==> config.mk <==
export PLATFORM = sky130hd
export DESIGN_NAME = note_lane_scroller
export DESIGN_NICKNAME = d
export VERILOG_FILES = /design/src/rtl/note_lane_scroller.sv
export SDC_FILE = /design/constraint.sdc
export NUM_CORES = 2
export LEC_CHECK = 0
export BUFFER_PORTS_ARGS = -buffer_cell sky130_fd_sc_hd__buf_4
export CORE_AREA = 10 10 695 697
export DETAILED_ROUTE_END_ITERATION = 8
export DIE_AREA = 0 0 705 707
export PLACE_DENSITY = 0.41
export SKIP_CTS_REPAIR_TIMING = 1
export SLEW_MARGIN = 10
export SYNTH_ARGS = -nofsm -noshare
export SYNTH_HDL_FRONTEND = slang
export SYNTH_SLANG_ARGS = --single-unit
export TNS_END_PERCENT = 100
==> constraint.sdc <==
create_clock -name clk25MHZ -period 13.5 [get_ports clk25MHZ]
set_clock_uncertainty 0.15 [all_clocks]
set_input_delay 0 -clock clk25MHZ [delete_from_list [all_inputs] [get_ports clk25MHZ]]
set_output_delay 0 -clock clk25MHZ [all_outputs]
set_load 0.05 [all_outputs]
==> src/rtl/note_lane_scroller.sv <==
// Falling-note lane engine: chart injection, per-frame scroll, hit judgement and scoring.
// Optional NOTE_COMBO_EN adds a combo counter and a bonus for PERFECT hits on a streak.

module note_lane_scroller_lane #(
  parameter int ROWS     = 435,
  parameter int SPEED    = 2,
  parameter int HIT_TOP  = 410,
  parameter int PERF_TOP = 422
) (
  input  logic            clk25MHZ,
  input  logic            rst,
  input  logic            clr,
  input  logic            tick,
  input  logic            judge,
  input  logic [SPEED-1:0] inj,
  output logic [ROWS-1:0] col,
  output logic            perfect,
  output logic            good,
  output logic            miss,
  output logic            lost
);
  logic [ROWS-1:0] col_q, col_d;
  logic perf_zone, good_zone;

  assign perf_zone = |col_q[ROWS-1:PERF_TOP];
  assign good_zone = |col_q[PERF_TOP-1:HIT_TOP];
  assign perfect   = judge & perf_zone;
  assign good      = judge & ~perf_zone & good_zone;
  assign miss      = judge & ~perf_zone & ~good_zone;
  assign lost      = tick & (|col_q[ROWS-1 -: SPEED]);
  assign col       = col_q;

  always_comb begin
    col_d = col_q;
    if (clr)
      col_d = '0;
    else if (tick)
      col_d = {col_q[ROWS-1-SPEED:0], inj};
    else if (perfect | good)
      col_d[ROWS-1:HIT_TOP] = '0;
  end

  always_ff @(posedge clk25MHZ or negedge rst)
    if (!rst) col_q <= '0;
    else      col_q <= col_d;
endmodule

module note_lane_scroller #(
  parameter int ROWS        = 435,
  parameter int SPEED       = 2,
  parameter int NOTE_H      = 12,
  parameter int BEAT_FRAMES = 30,
  parameter int HIT_TOP     = 410,
  parameter int PERF_TOP    = 422
) (
  input  logic            clk25MHZ,
  input  logic            rst,
  input  logic            start,
  input  logic            vs,
  input  logic [3:0]      keys,
  output logic [9:0]      chart_addr,
  input  logic [4:0]      chart_data,
  output logic [ROWS-1:0] col1,
  output logic [ROWS-1:0] col2,
  output logic [ROWS-1:0] col3,
  output logic [ROWS-1:0] col4,
  output logic [3:0]      hits,
  output logic [2:0]      msg,
  output logic [15:0]     score,
  output logic            playing
`ifdef NOTE_COMBO_EN
  ,
  output logic [7:0]      combo
`endif
);
  localparam int NUM_LANES = 4;
  localparam int IW = $clog2(NOTE_H + 1);
  localparam int BW = $clog2(BEAT_FRAMES);

  typedef enum logic [1:0] {S_IDLE, S_PLAY, S_DRAIN, S_DONE} state_t;

  state_t state_q, state_d;
  logic [9:0]    chart_addr_q, chart_addr_d;
  logic [BW-1:0] beat_cnt_q, beat_cnt_d;
  logic [IW-1:0] inj_left_q, inj_left_d, inj_cnt;
  logic [NUM_LANES-1:0] inj_mask_q, inj_mask_d, inj_mask_eff;
  logic [NUM_LANES-1:0] press_pend_q, press_pend_d;
  logic [15:0]   score_q, score_d;
  logic [2:0]    msg_q, msg_d;
`ifdef NOTE_COMBO_EN
  logic [7:0]    combo_q, combo_d;
  logic [8:0]    combo_sum;
`endif

  logic [NUM_LANES-1:0] key_s1_q, key_s2_q, key_prev_q, key_edge;
  logic vs_s1_q, vs_s2_q, vs_prev_q, frame_tick;

  // Two-flop synchronisers; edges taken on the synchronised side.
  always_ff @(posedge clk25MHZ or negedge rst)
    if (!rst) begin
      key_s1_q <= '0; key_s2_q <= '0; key_prev_q <= '0;
      vs_s1_q  <= 1'b0; vs_s2_q <= 1'b0; vs_prev_q <= 1'b0;
    end else begin
      key_s1_q <= keys;    key_s2_q <= key_s1_q; key_prev_q <= key_s2_q;
      vs_s1_q  <= vs;      vs_s2_q  <= vs_s1_q;  vs_prev_q  <= vs_s2_q;
    end

  assign key_edge   = key_s2_q & ~key_prev_q;
  assign frame_tick = vs_s2_q & ~vs_prev_q;

  logic active, tick, beat, beat_inj, go;
  logic [SPEED-1:0] inj_bits;
  logic [NUM_LANES-1:0] judge, perfect, good, miss, lost;
  logic [NUM_LANES-1:0][ROWS-1:0] cols;

  assign active       = (state_q == S_PLAY) || (state_q == S_DRAIN);
  assign tick         = frame_tick & active;
  assign beat         = frame_tick & (state_q == S_PLAY) & (beat_cnt_q == BW'(BEAT_FRAMES - 1));
  assign beat_inj     = beat & ~chart_data[4];
  assign go           = start & ((state_q == S_IDLE) || (state_q == S_DONE));
  assign inj_cnt      = beat_inj ? IW'(NOTE_H) : inj_left_q;
  assign inj_mask_eff = beat_inj ? chart_data[3:0] : inj_mask_q;
  // A press landing on a tick is deferred so it sees the scrolled bitmap.
  assign judge        = {NUM_LANES{active & ~frame_tick}} & (key_edge | press_pend_q);

  always_comb begin
    inj_bits = '0;
    for (int j = 0; j < SPEED; j++) inj_bits[j] = (j < int'(inj_cnt));
  end

  generate
    for (genvar i = 0; i < NUM_LANES; i++) begin : g_lane
      note_lane_scroller_lane #(
        .ROWS(ROWS), .SPEED(SPEED), .HIT_TOP(HIT_TOP), .PERF_TOP(PERF_TOP)
      ) u_lane (
        .clk25MHZ(clk25MHZ), .rst(rst), .clr(go), .tick(tick), .judge(judge[i]),
        .inj(inj_bits & {SPEED{inj_mask_eff[i]}}),
        .col(cols[i]), .perfect(perfect[i]), .good(good[i]), .miss(miss[i]), .lost(lost[i])
      );
    end
  endgenerate

  logic [3:0]  add;
  logic [3:0]  nhits;
  logic [17:0] score_sum;
  logic        any_miss;

  always_comb begin
    add   = '0;
    nhits = '0;
    for (int i = 0; i < NUM_LANES; i++) begin
      if (perfect[i]) begin
`ifdef NOTE_COMBO_EN
        add = add + ((combo_q >= 8'd10) ? 4'd3 : 4'd2);
`else
        add = add + 4'd2;
`endif
        nhits = nhits + 4'd1;
      end else if (good[i]) begin
        add   = add + 4'd1;
        nhits = nhits + 4'd1;
      end
    end
    score_sum = {2'b00, score_q} + 18'(add);
    any_miss  = (|miss) | (|lost);
  end

  always_comb begin
    state_d      = state_q;
    chart_addr_d = chart_addr_q;
    beat_cnt_d   = beat_cnt_q;
    inj_left_d   = inj_left_q;
    inj_mask_d   = inj_mask_q;
    press_pend_d = {NUM_LANES{tick}} & key_edge;
    score_d      = score_q;
    msg_d        = msg_q;
`ifdef NOTE_COMBO_EN
    combo_d      = combo_q;
    combo_sum    = {1'b0, combo_q} + 9'(nhits);
`endif
    case (state_q)
      S_IDLE, S_DONE: if (go) begin
        state_d      = S_PLAY;
        chart_addr_d = '0;
        beat_cnt_d   = '0;
        inj_left_d   = '0;
        inj_mask_d   = '0;
        score_d      = '0;
        msg_d        = 3'd0;
`ifdef NOTE_COMBO_EN
        combo_d      = '0;
`endif
      end
      default: if (frame_tick) begin
        inj_left_d = (inj_cnt > IW'(SPEED)) ? inj_cnt - IW'(SPEED) : '0;
        if (state_q == S_PLAY) begin
          beat_cnt_d = beat ? '0 : beat_cnt_q + BW'(1);
          if (beat && chart_data[4]) begin
            state_d = S_DRAIN;
          end else if (beat) begin
            inj_mask_d   = chart_data[3:0];
            chart_addr_d = chart_addr_q + 10'd1;
          end
        end else if (~|cols) begin
          state_d = S_DONE;
          msg_d   = 3'd4;
        end
      end
    endcase

    if (active) begin
      if (any_miss)     msg_d = 3'd3;
      else if (|good)   msg_d = 3'd2;
      else if (|perfect) msg_d = 3'd1;
      score_d = (|score_sum[17:16]) ? 16'hFFFF : score_sum[15:0];
`ifdef NOTE_COMBO_EN
      if (any_miss) combo_d = '0;
      else          combo_d = combo_sum[8] ? 8'hFF : combo_sum[7:0];
`endif
    end
  end

  always_ff @(posedge clk25MHZ or negedge rst)
    if (!rst) begin
      state_q      <= S_IDLE;
      chart_addr_q <= '0;
      beat_cnt_q   <= '0;
      inj_left_q   <= '0;
      inj_mask_q   <= '0;
      press_pend_q <= '0;
      score_q      <= '0;
      msg_q        <= '0;
`ifdef NOTE_COMBO_EN
      combo_q      <= '0;
`endif
    end else begin
      state_q      <= state_d;
      chart_addr_q <= chart_addr_d;
      beat_cnt_q   <= beat_cnt_d;
      inj_left_q   <= inj_left_d;
      inj_mask_q   <= inj_mask_d;
      press_pend_q <= press_pend_d;
      score_q      <= score_d;
      msg_q        <= msg_d;
`ifdef NOTE_COMBO_EN
      combo_q      <= combo_d;
`endif
    end

  assign chart_addr = chart_addr_q;
  assign col1       = cols[0];
  assign col2       = cols[1];
  assign col3       = cols[2];
  assign col4       = cols[3];
  assign hits       = key_s2_q;
  assign msg        = msg_q;
  assign score      = score_q;
  assign playing    = active;
`ifdef NOTE_COMBO_EN
  assign combo      = combo_q;
`endif
endmodule

After elaboration in Yosys (flattened, before gate mapping)
Index checks and enable logic that the tools add are counted.
{"block": "totals", "romBits": 0, "wordCells": 198, "in_bits": 13, "latchBits": 0, "register_bits": 1803, "memories": 0, "mem_bits_rw": 0}
{"block": "op_classes", "muxes": 65, "n_div": 0, "magnitude_cmp": 3, "eq_ne": 8, "shifts": 0, "n_reduce_logical": 38, "n_bitwise": 52, "addsub": 10, "mul": 0}
{"operator": "2-to-1 mux 435 bit", "count": 4}
{"operator": "OR reduction 1740 bit", "count": 1}
{"operator": "2-to-1 mux 410 bit", "count": 4}
{"operator": "2-to-1 mux 25 bit", "count": 8}
{"operator": "2-to-1 mux 4 bit", "count": 18}
{"operator": "2-to-1 mux 16 bit", "count": 4}
{"operator": "2-to-1 mux 10 bit", "count": 6}
{"operator": "OR reduction 13 bit", "count": 4}
{"operator": "OR reduction 12 bit", "count": 4}
{"operator": "AND 1 bit", "count": 27}
{"operator": "2-to-1 mux 3 bit", "count": 9}
{"operator": "2-to-1 mux 5 bit", "count": 5}
{"operator": "adder 16 x 4 -> 17 bit", "count": 1}
{"operator": "OR reduction 4 bit", "count": 4}
{"operator": "adder 4 x 1 -> 4 bit, second input constant", "count": 3}
{"operator": "adder 4 x 2 -> 4 bit, second input constant", "count": 3}
{"operator": "AND 4 bit", "count": 3}
{"operator": "2-to-1 mux 2 bit", "count": 6}
{"operator": "nonzero test 2 bit", "count": 6}
{"operator": "nonzero test 3 bit", "count": 4}
{"operator": "OR reduction 2 bit", "count": 6}
{"operator": "NOT 1 bit", "count": 11}
{"operator": "adder 10 x 1 -> 10 bit, second input constant", "count": 1}
{"operator": "AND 2 bit", "count": 4}
{"operator": "21 further kinds", "count": 30}

Depth between registers and ports, before layout
{"block": "depth", "depth_word": 22, "mapped_depth": 22, "ltp_nobuf": 21}

Cells and area by module
Synthesis repeated with hierarchy kept, for this count alone.
{"block": "unflattened", "hier_cells": 6502, "area_unflattened_um2": 78217.5}
{"module": "note_lane_scroller_lane", "cells_each": 1394, "n_inst": 4, "area_each_um2": 17813.3}
{"module": "note_lane_scroller", "cells_each": 926, "n_inst": 1, "area_each_um2": 6964.2}

Worst setup path after synthesis
Ideal clock, no wire load.
{"block": "synth_timing", "path_type": "reg-to-reg", "from": "reg g_lane[0].u_lane.col_q[430]", "to": "reg score_q[8], in the netlist score[8]", "setup_slack_ns": 8.641, "arrival_time_ns": 4.626, "period_less_slack_ns": 4.859, "path_stages_with_launch": 19, "path_cell_list": "dfrtp_1 -> nor4_1 -> nand4_1 -> or3b_4 -> o21ai_1 -> ha_1 -> mux2i_1 -> nand2_1 -> ha_1 -> nor3_1 -> nor3b_2 -> ha_1 -> nor2b_1 -> o21ai_0 -> a2111oi_2 -> and3_1 -> nand3_1 -> o31a_1 -> o21ai_0"}
{"block": "synth_between", "elab_chain_cells": 19}
{"element": "start, declared", "line": "22", "text": "logic [ROWS-1:0] col_q, col_d;"}
{"element": "start signal, assigned", "line": "45", "text": "else col_q <= col_d;"}
{"element": "OR reduction 13 bit *", "line": "25", "text": "assign perf_zone = |col_q[ROWS-1:PERF_TOP];"}
{"element": "NOT 1 bit", "line": "28", "text": "assign good = judge & ~perf_zone & good_zone;"}
{"element": "AND 1 bit (2 in a row)", "line": "28"}
{"element": "2-to-1 mux 1 bit"}
{"element": "2-to-1 mux 4 bit *", "line": "152", "text": "if (perfect[i]) begin"}
{"element": "adder 4 x 1 -> 4 bit", "line": "160", "text": "add = add + 4'd1;"}
{"element": "2-to-1 mux 4 bit", "line": "159", "text": "end else if (good[i]) begin"}
{"element": "2-to-1 mux 4 bit *", "line": "152"}
{"element": "(+2 left out)"}
{"element": "2-to-1 mux 4 bit *", "line": "152"}
{"element": "adder 4 x 1 -> 4 bit", "line": "160"}
{"element": "2-to-1 mux 4 bit", "line": "159"}
{"element": "2-to-1 mux 4 bit *", "line": "152"}
{"element": "adder 16 x 4 -> 17 bit *", "line": "164", "text": "score_sum = {2'b00, score_q} + 18'(add);"}
{"element": "OR reduction 2 bit", "line": "215", "text": "score_d = (|score_sum[17:16]) ? 16'hFFFF : score_sum[15:0];"}
{"element": "2-to-1 mux 16 bit *", "line": "215"}
{"element": "2-to-1 mux 16 bit *", "line": "211", "text": "if (active) begin"}
{"element": "end signal, assigned", "line": "243", "text": "score_q <= score_d;"}
{"element": "end, declared", "line": "88", "text": "logic [15:0] score_q, score_d;"}
Mark *: on every way between the ends. The rest lies on a longest branch, timed or not.
A chain may end at the register's enable or synchronous reset.

Final worst setup path
{"block": "layout_timing", "from": "reg state_q[0]", "to": "reg score_q[8], in the netlist score[8]"}
{"block": "layout_between", "elab_chain_cells": 21}
{"element": "start, declared", "line": "82", "text": "state_t state_q, state_d;"}
{"element": "start signal, assigned", "line": "237", "text": "state_q <= state_d;"}
{"element": "== test 2 x 1 -> 1 bit / == test 2 bit (equally long branches)", "line": "116", "text": "assign active = (state_q == S_PLAY) || (state_q == S_DRAIN);"}
{"element": "logical OR 1 bit", "line": "116"}
{"element": "AND 1 bit", "line": "124", "text": "assign judge = {NUM_LANES{active & ~frame_tick}} & (key_edge | press_pend_q);"}
{"element": "AND 4 bit", "line": "124"}
{"element": "AND 1 bit (2 in a row)", "line": "28"}
{"element": "2-to-1 mux 1 bit"}
{"element": "2-to-1 mux 4 bit", "line": "152"}
{"element": "adder 4 x 1 -> 4 bit", "line": "160"}
{"element": "(+4 left out)"}
{"element": "2-to-1 mux 4 bit", "line": "152"}
{"element": "adder 4 x 1 -> 4 bit", "line": "160"}
{"element": "2-to-1 mux 4 bit", "line": "159"}
{"element": "2-to-1 mux 4 bit", "line": "152"}
{"element": "adder 16 x 4 -> 17 bit", "line": "164"}
{"element": "OR reduction 2 bit", "line": "215"}
{"element": "2-to-1 mux 16 bit", "line": "215"}
{"element": "2-to-1 mux 16 bit", "line": "211"}
Several ways; a longest one is shown, not always the timed one.

==> summary.md <==
| Metric | Value |
|---|---|
| Crit path max fanout | `29` |
| Register Area | `45100 sq um` |
| H-tree depth | `4` |
| Core Area | `469000 sq um` |
| Period utilization | `40.6%` |
| Share of cells above drive strength 1 | `23.2%` |
| Row cnt | `252` |
| Starting Density | `15.9%` |
| Via-to-Cell Ratio | `4.14` |
| Pre-CTS WS | `7.96 ns` |
| Final TNS setup | `0 ns` |
| Area of the multi-input gates | `27200 sq um` |
| Worst Path Arrival | `6.10 ns` |
| Predominant post-synthesis flop cell | `dfrtp_1` |
| Final critical-path required period | `5.48 ns` |
| Residual DRC | `0` |
| GRT Resource Usage Total | `15.8%` |
| Seq/Total Area, Yosys | `60.6%` |
| Outcome | `finished, final reports clean` |
| Hold Path Class | `input pin to register` |
| Iteration-0 DRC Markers | `6213` |
| Unrepaired setup endpoints after global routing | `no` |
| Syn Area/Cell | `8.99 sq um` |
| Hold Path Sink | `score[0]` |
| Leakage | `0.0463 uW` |
| Slew @ Worst Pin | `1.20 ns` |
| Overall die area | `498000 sq um` |
| Clock transition at path regs | `0.06 ns` |
| CTS sink count | `1803` |
| CTS Buffer Depth | `4` |
| Die width | `705 microns` |
| Reg2reg end | `score[8]` |
| Post-DP Area | `94700 sq um` |
| Cts bufs inserted | `226` |
| Final nets | `9894` |
| Worst R2R Path Depth | `19` |
| #FFs+latches synth | `1803` |
| Ys Warns | `0` |
| Final hold vios | `0` |
| Total Routed Length | `415000 microns` |
| Cell Pwr Density | `137 nW/um^2` |
| Asr flop ratio synth | `100%` |
| Maximum capacitance violations | `0` |
| Design Area, Final | `103000 sq um` |
| EDFF count, synth | `0` |
| FILL cells | `51774` |
| Detailed placement HPWL | `320000 microns` |
| Largest net degree at the start of global routing | `278` |
| Placer Congestion | `0.869` |
| Critical path type | `register to register` |
| Drt wl/cell | `25.5 microns` |
| CP required | `14.12 ns` |
| Die Ht | `707 microns` |
| FF-to-FF Start | `state_q[0]` |
| DR vias | `67370` |
| Worst hold path depth | `5` |
| Worst-skew pair later-pin latency | `0.95 ns` |
| CTS Root Cell | `clkbuf_16` |
| Register-to-register setup slack | `8.02 ns` |
| Global-route wire length before repair | `572000 microns` |
| Io pins | `1787` |
| Worst setup EP type | `register` |
| Synthesized cell area | `74500 sq um` |
| IO Port Bufs | `1786` |
| Setup-failing EPs final | `0` |
| Slew margin rel. | `19.0%` |
| Area delta synth->final | `37.8%` |
| Hold path start | `start` |
| CTS tree | `done` |
| Final antenna-violating net count | `0` |
| GR Overflow Total | `0` |
| Syn nets | `8308` |
| Slew Limit Fails | `0` |
| Power Total | `14100 uW` |
| Yosys cell types | `62` |
| Synthesized netlist cell count | `8279` |
| Worst ir drop on vdd | `0.147 mV` |
| Core Util, Final | `21.9%` |
| Crit path launch type | `register` |
| Fmax | `183 MHz` |
| Setup ws final | `8.02 ns` |
| Initial antenna violation count | `13` |
| DR pass1 iterations | `6` |
| Vias in the first global route | `65639` |
-- metrics by stage --
stage          hold WS, ns  cells
5_1_grt             0.0703  16281
6_report            0.0926  16283
3_3_place_gp        -0.154  15835
4_1_cts              -1.15  16254
3_5_place_dp        -0.170  15837
2_1_floorplan       -0.446   8279
-- metal layers --
layer	share of wire (%)	global-route usage (%)	wire (microns)
met1	41	19.4	170000
met5	0	0	0
met2	49	27.1	205000
met3	6.3	3.90	26300
met4	3.4	4.93	14000
-- logic make-up (layout without fill, tap and decap cells) --
family                   Yosys count  count (layout)  share of synthesized area [%]
other                              0               6                              0
AND/OR/NAND/NOR                 4009            4009                           22.5
multiplexers                      10              10                          0.141
buffers and inverters            593            2368                           3.28
flip-flops                      1803            1803                           60.6
adder cells (fa/ha/maj)           16              16                          0.279
AO/OA/AOI/OAI                   1832            1832                           13.0
XOR/XNOR                          16              16                          0.198
-- state kept, by name, summed over array words and instances (netlist names), 2 cells and up --
| name | count |
|---|---|
| key_s1_q | 4 |
| beat_cnt_q | 5 |
| chart_addr | 10 |
| g_lane.u_lane.col | 1740 |
| score | 16 |
| key_prev_q | 4 |
| inj_left_q | 4 |
| press_pend_q | 4 |
| msg | 3 |
| inj_mask_q | 4 |
| state_q | 2 |
| hits | 4 |
-- cells in the final DEF, fill, tap and decap left out, drive strengths merged, types with 4 or more instances in the layout --
| cell type | instances |
|---|---|
| a21o | 4 |
| nor2b | 7 |
| clkbuf | 342 |
| inv | 29 |
| dlygate4sd3 | 22 |
| nor2 | 44 |
| and3 | 11 |
| ha | 15 |
| a21oi | 64 |
| xor2 | 9 |
| buf | 1910 |
| nand3 | 19 |
| nand2b | 5 |
| nand2 | 3312 |
| o21ai | 1627 |
| nor4 | 455 |
| bufinv | 13 |
| mux2i | 9 |
| o22ai | 5 |
| a22o | 110 |
| dfrtp | 1803 |
| clkinvlp | 10 |
| diode | 6 |
| nor3 | 14 |
| clkinv | 42 |
| a31oi | 5 |
| xnor2 | 7 |
| nand4 | 120 |
| or4 | 5 |
-- worst max-delay path: stages (launching register included) --
cell	delay, ns
dfrtp_1	0.38
inv_1	0.08
ha_1	0.40
buf_4	0.25
inv_1	0.09
buf_4	0.39
o211ai_1	0.30
nor3_1	0.36
nor2b_1	0.39
xnor2_1	0.17
ha_1	0.20
inv_1	0.06
fa_1	0.43
nor2b_1	0.11
o21ai_0	0.18
a2111oi_2	0.54
and3_1	0.29
nand3_1	0.30
o31a_1	0.20
o21ai_0	0.13
-- power breakdown --
part | switching [uW] | internal, uW | leakage (uW) | total, uW
sequential | 27.1 | 5430 | 0.0251 | 5460
combinational | 2100 | 223 | 0.0174 | 2330
clock | 2610 | 3690 | 0.00374 | 6300
-- area by class of cell --
class	instances	share of cell area, %
antenna	6	0.0146
tap	6223	7.59
clock buffer	342	6.55
inverter	19	0.0695
sequential	1803	44.0
timing repair buffer	1932	14.4
multi-input combinational	5883	26.5
clock inverter	75	0.892
-- Yosys cell counts (4+ instances only) --
cell,instances,area share [%]
nand2_1,3312,17
dfrtp_1,1803,61
o21ai_0,1625,11
nor4_1,452,3.8
clkbuf_1,400,2.0
buf_2,171,1.1
nand4_1,119,1.0
a22o_1,108,1.3
a21oi_1,63,0.42
nor2_1,43,0.22
inv_1,19,0.096
nand3_1,19,0.13
ha_1,15,0.25
nor3_1,13,0.087
and3_1,11,0.092
mux2i_1,9,0.12
xor2_1,9,0.11
nor2b_1,6,0.050
xnor2_1,6,0.071
a31oi_1,5,0.042
nand2b_1,5,0.042
a21o_1,4,0.040
o22ai_1,4,0.034
or4_1,4,0.040
-- worst max path at each step --
stage                               from       end  slack [ns]  depth (start not counted)
2_1_floorplan  g_lane[0].u_lane.col[430]  score[8]        8.64                         18
3_3_place_gp   g_lane[1].u_lane.col[426]  score[8]        7.82                         19
3_5_place_dp   g_lane[1].u_lane.col[421]  score[8]        7.96                         19
4_1_cts        g_lane[1].u_lane.col[421]  score[8]        7.93                         19
5_1_grt        g_lane[1].u_lane.col[428]  score[8]        7.56                         19
6_report                      state_q[0]  score[8]        8.02                         19
No activity file was read; power rests on OpenSTA's default activity.
